$ cat config.mk
export PLATFORM = sky130hd
export DESIGN_NAME = button_press_classifier
export DESIGN_NICKNAME = d
export VERILOG_FILES = /design/src/rtl/button_pkg.sv /design/src/rtl/button_press_classifier.sv
export SDC_FILE = /design/constraint.sdc
export NUM_CORES = 1
export LEC_CHECK = 0
export CORE_MARGIN = 2
export CORE_UTILIZATION = 55
export DETAILED_ROUTE_END_ITERATION = 10
export PLACE_DENSITY = 0.73
export SLEW_MARGIN = 10
export SYNTH_ARGS = -nofsm -noshare
export SYNTH_HDL_FRONTEND = slang
export SYNTH_SLANG_ARGS = --single-unit
$ cat constraint.sdc
create_clock -name clk -period 2.8 [get_ports clk]
set_input_delay 0.28 -clock clk [delete_from_list [all_inputs] [get_ports clk]]
set_output_delay 0.28 -clock clk [all_outputs]
set_load 0.005 [all_outputs]
$ cat src/rtl/button_pkg.sv
// Shared types and default timing for the debounced-button gesture logic.
package button_pkg;

    typedef enum logic [2:0] {IDLE, PRESS1, WAIT2, PRESS2, LONG_HELD} press_state_t;

    localparam int unsigned LONG_CYCLES_DEF = 50_000_000;
    localparam int unsigned GAP_CYCLES_DEF  = 25_000_000;

    function automatic int unsigned max_u(input int unsigned a, input int unsigned b);
        return (a > b) ? a : b;
    endfunction

endpackage

$ cat src/rtl/button_press_classifier.sv
// Classifies debounced button activity into short, double and long presses,
// emitting one registered single-cycle pulse per gesture.
module button_press_classifier
    import button_pkg::*;
#(
    parameter int unsigned LONG_CYCLES = LONG_CYCLES_DEF,
    parameter int unsigned GAP_CYCLES  = GAP_CYCLES_DEF
) (
    input  logic clk,
    input  logic reset,
    input  logic db_level,
    input  logic db_tick,
    output logic short_tick,
    output logic double_tick,
    output logic long_tick,
    output logic busy
);

    localparam int unsigned CNT_MAX = max_u(LONG_CYCLES, GAP_CYCLES);
    localparam int unsigned CNT_W   = $clog2(CNT_MAX);

    localparam logic [CNT_W-1:0] LONG_LAST = CNT_W'(LONG_CYCLES - 1);
    localparam logic [CNT_W-1:0] GAP_LAST  = CNT_W'(GAP_CYCLES - 1);

    press_state_t     state_q, state_d;
    logic [CNT_W-1:0] cnt_q, cnt_d;
    logic             short_q, short_d;
    logic             double_q, double_d;
    logic             long_q, long_d;
    logic             busy_q, busy_d;

    always_ff @(posedge clk or posedge reset) begin
        if (reset) begin
            state_q  <= IDLE;
            cnt_q    <= '0;
            short_q  <= 1'b0;
            double_q <= 1'b0;
            long_q   <= 1'b0;
            busy_q   <= 1'b0;
        end else begin
            state_q  <= state_d;
            cnt_q    <= cnt_d;
            short_q  <= short_d;
            double_q <= double_d;
            long_q   <= long_d;
            busy_q   <= busy_d;
        end
    end

    always_comb begin
        state_d = state_q;
        unique case (state_q)
            IDLE: begin
                if (db_tick) state_d = PRESS1;
            end
            PRESS1: begin
                if (!db_level)                state_d = WAIT2;
                else if (cnt_q == LONG_LAST)  state_d = LONG_HELD;
            end
            WAIT2: begin
                // A tick on the last gap cycle still counts as a double press.
                if (db_tick)                  state_d = PRESS2;
                else if (cnt_q == GAP_LAST)   state_d = IDLE;
            end
            PRESS2, LONG_HELD: begin
                if (!db_level) state_d = IDLE;
            end
            default: state_d = IDLE;
        endcase

        // Exits above bound cnt below CNT_MAX, so it never wraps.
        cnt_d = cnt_q;
        if (state_d != state_q) begin
            cnt_d = '0;
        end else if (state_q == PRESS1 || state_q == WAIT2) begin
            cnt_d = cnt_q + 1'b1;
        end
    end

    always_comb begin
        short_d  = (state_q == WAIT2) && !db_tick && (cnt_q == GAP_LAST);
        double_d = (state_q == WAIT2) && db_tick;
        long_d   = (state_q == PRESS1) && db_level && (cnt_q == LONG_LAST);
        busy_d   = (state_d != IDLE);
    end

    assign short_tick  = short_q;
    assign double_tick = double_q;
    assign long_tick   = long_q;
    assign busy        = busy_q;

endmodule
# == Word-level counts from Yosys, hierarchy flattened ==
# Index checks and enable logic that the tools add are counted.
# op_classes
muxes,9
reduce_logical,11
n_eq_ne,7
add_sub_neg,1
# op_table
operator,n
two-way mux 26 bit,2
"adder 26 x 1 -> 26 bit, second input constant",1
"equality test 26 x 25 -> 1 bit, second input constant",1
"equality test 26 bit, second input constant",1
two-way mux 3 bit,6
case mux 3 bit (4 select lines),1
"equality test 3 x 2 -> 1 bit, second input constant",2
logical AND 1 bit,5
"equality test 3 x 1 -> 1 bit, second input constant",1
"equality test 3 bit, second input constant",1
logical NOT 3 bit,1
inequality test 3 bit,1
nonzero test 3 bit,1
nonzero test 2 bit,1
OR reduction 2 bit,1
logical NOT 1 bit,1
logical OR 1 bit,1
# totals
output_inout_bits,4
word_cells,34
inputBits,4
reg_bits,33

# == Logic depth before layout (Yosys ltp) ==
# logic_depth
depth_word,6
depth_mapped,7
depth_no_buf,6

# == Worst setup path after synthesis ==
# OpenSTA, ideal clock, no wires.
# synth_path
kind,register to register
from,reg cnt_q[7]
to,reg cnt_q[12]
synth_period_minus_slack_ns,1.695
n_path_buf,1
path_stages_with_launch,7
t_arrival_ns,1.577
slack_ns,1.105
setup_time_ns,0.118
cell_sequence,dfrtp_1 or3b_4 nor3_2 a32oi_1 o21bai_4 buf_6 nor2_1
# synth_via
elab_chain_len,6
# synth_rtl
element,line,text
start: declaration,button_press_classifier.sv:26,"logic [CNT_W-1:0] cnt_q, cnt_d;"
start signal: assignment,button_press_classifier.sv:42,cnt_q <= cnt_d;
equality test 26 x 25 -> 1 bit / equality test 26 bit (equally long branches),"button_press_classifier.sv:63, button_press_classifier.sv:58",
two-way mux 3 bit (on tied branches),"button_press_classifier.sv:63, button_press_classifier.sv:58",
two-way mux 3 bit (on tied branches),"button_press_classifier.sv:62, button_press_classifier.sv:57",
case mux 3 bit (4 select lines),button_press_classifier.sv:52,unique case (state_q)
inequality test 3 bit,button_press_classifier.sv:73,if (state_d != state_q) begin
two-way mux 26 bit / nonzero test 2 bit (equally long branches),n/a,
# Parallel ways exist; a longest one is shown, timed or not. The select of a mux whose other input is x is not followed.
# A chain may end at the register's enable or synchronous reset.

# == Worst setup path after layout ==
# layout_path
from,reg cnt_q[7]
to,reg cnt_q[0]
# layout_via
elab_chain_len,6
# layout_rtl
element,line
equality test 26 x 25 -> 1 bit / equality test 26 bit (equally long branches),"button_press_classifier.sv:63, button_press_classifier.sv:58"
two-way mux 3 bit (on tied branches),"button_press_classifier.sv:63, button_press_classifier.sv:58"
two-way mux 3 bit (on tied branches),"button_press_classifier.sv:62, button_press_classifier.sv:57"
case mux 3 bit (4 select lines) (*),button_press_classifier.sv:52
inequality test 3 bit (*),button_press_classifier.sv:73
two-way mux 26 bit / nonzero test 2 bit (equally long branches),n/a
# Mark *: on every way between the ends. The rest lies on a longest branch, timed or not.

==> results.sh <==
export IMPL_status="completed"
export IMPL_finish_utilization=0.634
export IMPL_power_density_nw_per_um2=490
export IMPL_cp_top_family="simple AND/OR/NAND/NOR gates"
export IMPL_fin_crit_sh=0.750
export IMPL_worstPathRequired_ns=3.01
export IMPL_grt_util_all_layers=0.215
export IMPL_dpl_cell_count=233
export IMPL_ios=8
export IMPL_ys_seq_area_frac=0.455
export IMPL_area_growth_pct=8.34
export IMPL_cts_buffers=5
export IMPL_fin_skew_ns=0.0132
export IMPL_synth_distinct_cells=39
export IMPL_max_freq_mhz=476
export IMPL_worstPathArrival_ns=2.31
export IMPL_fp_dieW_um=61.5
export IMPL_num_vias=1369
export IMPL_grt_ovfl_total=0
export IMPL_hpwl_um=2480
export IMPL_min_period_ns=2.10
export IMPL_n_antenna_cell=0
export IMPL_post_place_ws_ns=0.629
export IMPL_synthSimpleGateAreaFrac=0.338
export IMPL_die_area_um2=3780
export IMPL_rows=20
export IMPL_worst_path_buf_inv=0
export IMPL_grt_pass1_wl_um=5800
export IMPL_post_route_worst_setup_slack_ns=0.699
export IMPL_end_kind="flop"
export IMPL_worst_slew_pin_slew_ns=0.559
export IMPL_antenna_found_initial=0
export IMPL_drv_slew=0
export IMPL_max_cap_violations=0
export IMPL_coreArea_um2=3100
export IMPL_clkTransAtPathRegs_ns=0.10
export IMPL_first_iter_violations=141
export IMPL_hp_class="input port to async pin"
export IMPL_ff2ff_setup_slack_ns=0.70
export IMPL_synthAdderAreaFrac=0.00689
export IMPL_max_stage_delay_ns=0.46
export IMPL_startpoint_type="flop"
export IMPL_p_leak_uw=0.000826
export IMPL_stdcell_count=241
export IMPL_synth_area_per_cell_um2=9.76
export IMPL_clk_latency_ns=0.34
export IMPL_cts_htree_levels=2
export IMPL_slew_headroom=0.626
export IMPL_cts_setup_buffers=0
export IMPL_layout_common_cells="nor2_1, dfrtp_1, xor2_1"
export IMPL_cts_resized=0
export IMPL_synth_top_family_by_area="simple AND/OR/NAND/NOR gates"
export IMPL_clock_sinks=33
export IMPL_synth_xor_xnor_area_share=0.130
export IMPL_cts_tree="done"
export IMPL_drt_total_wl_um=3530
export IMPL_die_y_um=61.5
export IMPL_synth_mux_area_fraction=0
export IMPL_grt_max_degree=34
export IMPL_cts_root_buf="clkbuf_4"
export IMPL_grt_setup_unrepaired="no"
export IMPL_drive_above_1_share=0.0761
export IMPL_peakVddDrop_mv=0.244
export IMPL_ys_seq_elements=33
export IMPL_syn_nets=191
export IMPL_start_util=0.585
export IMPL_syn_instance_count=186
export IMPL_critPathKind="flop to flop"
export IMPL_ys_warn_count=0
export IMPL_firstDrtPassIters=4
export IMPL_final_common_cell="nor2_1"
export IMPL_hold_viol_final=0
export IMPL_design_area_um2=1970
export IMPL_hold_buffers=0
export IMPL_final_nets=201
export IMPL_dpl_cell_area_um2=1920
export IMPL_syn_area_um2=1820
export IMPL_slowest_stage="dfrtp_1"
export IMPL_gp_congestion=0.852
export IMPL_worstPathMaxFanout=16
export IMPL_io_buffers=7
export IMPL_drc_errors=0
export IMPL_fillers=284
export IMPL_setup_viol=0
export IMPL_drtAntennaViolNets=0
export IMPL_routed_via_density=5.68
export IMPL_path_cells="or3b_4, nor3_2, a31o_1, o21bai_4, nor2_1"
export IMPL_clk_path_buf_depth=2
export IMPL_synth_compound_area_frac=0.0434
export IMPL_wire_per_inst_um=14.6
export IMPL_finalSetupTns_ns=0
export IMPL_grt_pass1_vias=1277
## worst register-to-register path: stages, from the launching register on
cell and delay [ns]:
dfrtp_1 0.46, or3b_4 0.45, nor3_2 0.22, a31o_1 0.41, o21bai_4 0.32, nor2_1 0.11
## per-layer routing
metal,GRT usage,vias up,wire length (um)
met1,0.281,662,1570
met5,0,-,0
met3,0.0735,6,187
met2,0.334,33,1720
met4,0.0790,0,49
li1,-,668,-
## sequential cells by signal, summed over array words and instances, names as in the netlist
name / flops
state_q: 3
short_tick: 1
long_tick: 1
busy: 1
cnt_q: 26
double_tick: 1
## path summary, 6_finish.rpt
check | endpoint | cells past startpoint | startpoint
worst max-delay path | cnt_q[0]$_DFFE_PP0P_ | 5 | cnt_q[7]$_DFFE_PP0P_
worst max register to register | cnt_q[0]$_DFFE_PP0P_ | 5 | cnt_q[7]$_DFFE_PP0P_
worst min-delay path | cnt_q[14]$_DFFE_PP0P_ | 3 | reset
worst min register to register | cnt_q[22]$_DFFE_PP0P_ | 2 | cnt_q[22]$_DFFE_PP0P_
min in group clk | cnt_q[22]$_DFFE_PP0P_ | 2 | cnt_q[22]$_DFFE_PP0P_
max in group asynchronous | cnt_q[12]$_DFFE_PP0P_ | 3 | reset
## layout make-up
| class | instances | area [um2] | area share |
|---|---|---|---|
| clock buffers | 8 | 48.8 | 0.0248 |
| well taps | 44 | 55.1 | 0.0280 |
| repair buffers | 9 | 85.1 | 0.0433 |
| inverters | 3 | 11.3 | 0.00573 |
| multi-input cells | 144 | 941 | 0.478 |
| flip-flops and latches | 33 | 826 | 0.420 |
## power breakdown
group / total [uW] / internal (uW) / switching, uW
registers: 540 / 502 / 37.6
logic: 172 / 70.4 / 102
clock network: 251 / 99.9 / 151
total: 963 / 673 / 290
## through the flow
step	hold slack [ns]	total power [uW]
finish	0.310	963
global route	0.353	1020
CTS	0.328	976
detailed placement	0.551	723
global placement	0.542	713
floorplan	0.351	683
## cells by family after synthesis
family,count (synthesis)
DFF,33
buffers and inverters,9
AOI/OAI and AO/OA,10
and+or+nand+nor,107
xor gates and xnor gates,26
adders and majority gates,1
## cell usage after synthesis
library cell	number	area share
xnor2_2	1	0.0090
nor2_1	35	0.072
a21oi_1	3	0.0083
and3_1	6	0.021
nand3_1	9	0.025
buf_6	1	0.0062
a32oi_1	1	0.0048
or3b_4	1	0.0062
nor4_4	2	0.023
dfrtp_1	33	0.45
a211oi_1	1	0.0041
or4_1	1	0.0041
o21bai_4	1	0.010
nor4b_1	1	0.0048
nor4_1	2	0.0069
nand2_1	14	0.029
o21ai_0	1	0.0028
nor3b_1	2	0.0083
buf_4	1	0.0041
nor2_2	1	0.0034
xnor2_1	4	0.019
o211ai_1	1	0.0041
buf_2	3	0.0083
inv_1	3	0.0062
a21o_1	1	0.0041
or2_2	1	0.0034
nand2b_1	4	0.014
nor3_1	4	0.011
ha_1	1	0.0069
nand4_1	8	0.028
nand4b_1	4	0.019
and2_1	1	0.0034
nor4bb_1	3	0.017
and3b_1	1	0.0048
xor2_1	21	0.10
clkbuf_1	1	0.0021
and4_1	6	0.029
nor3_2	1	0.0055
a31o_1	1	0.0048
No activity file was read; power rests on OpenSTA's default activity.
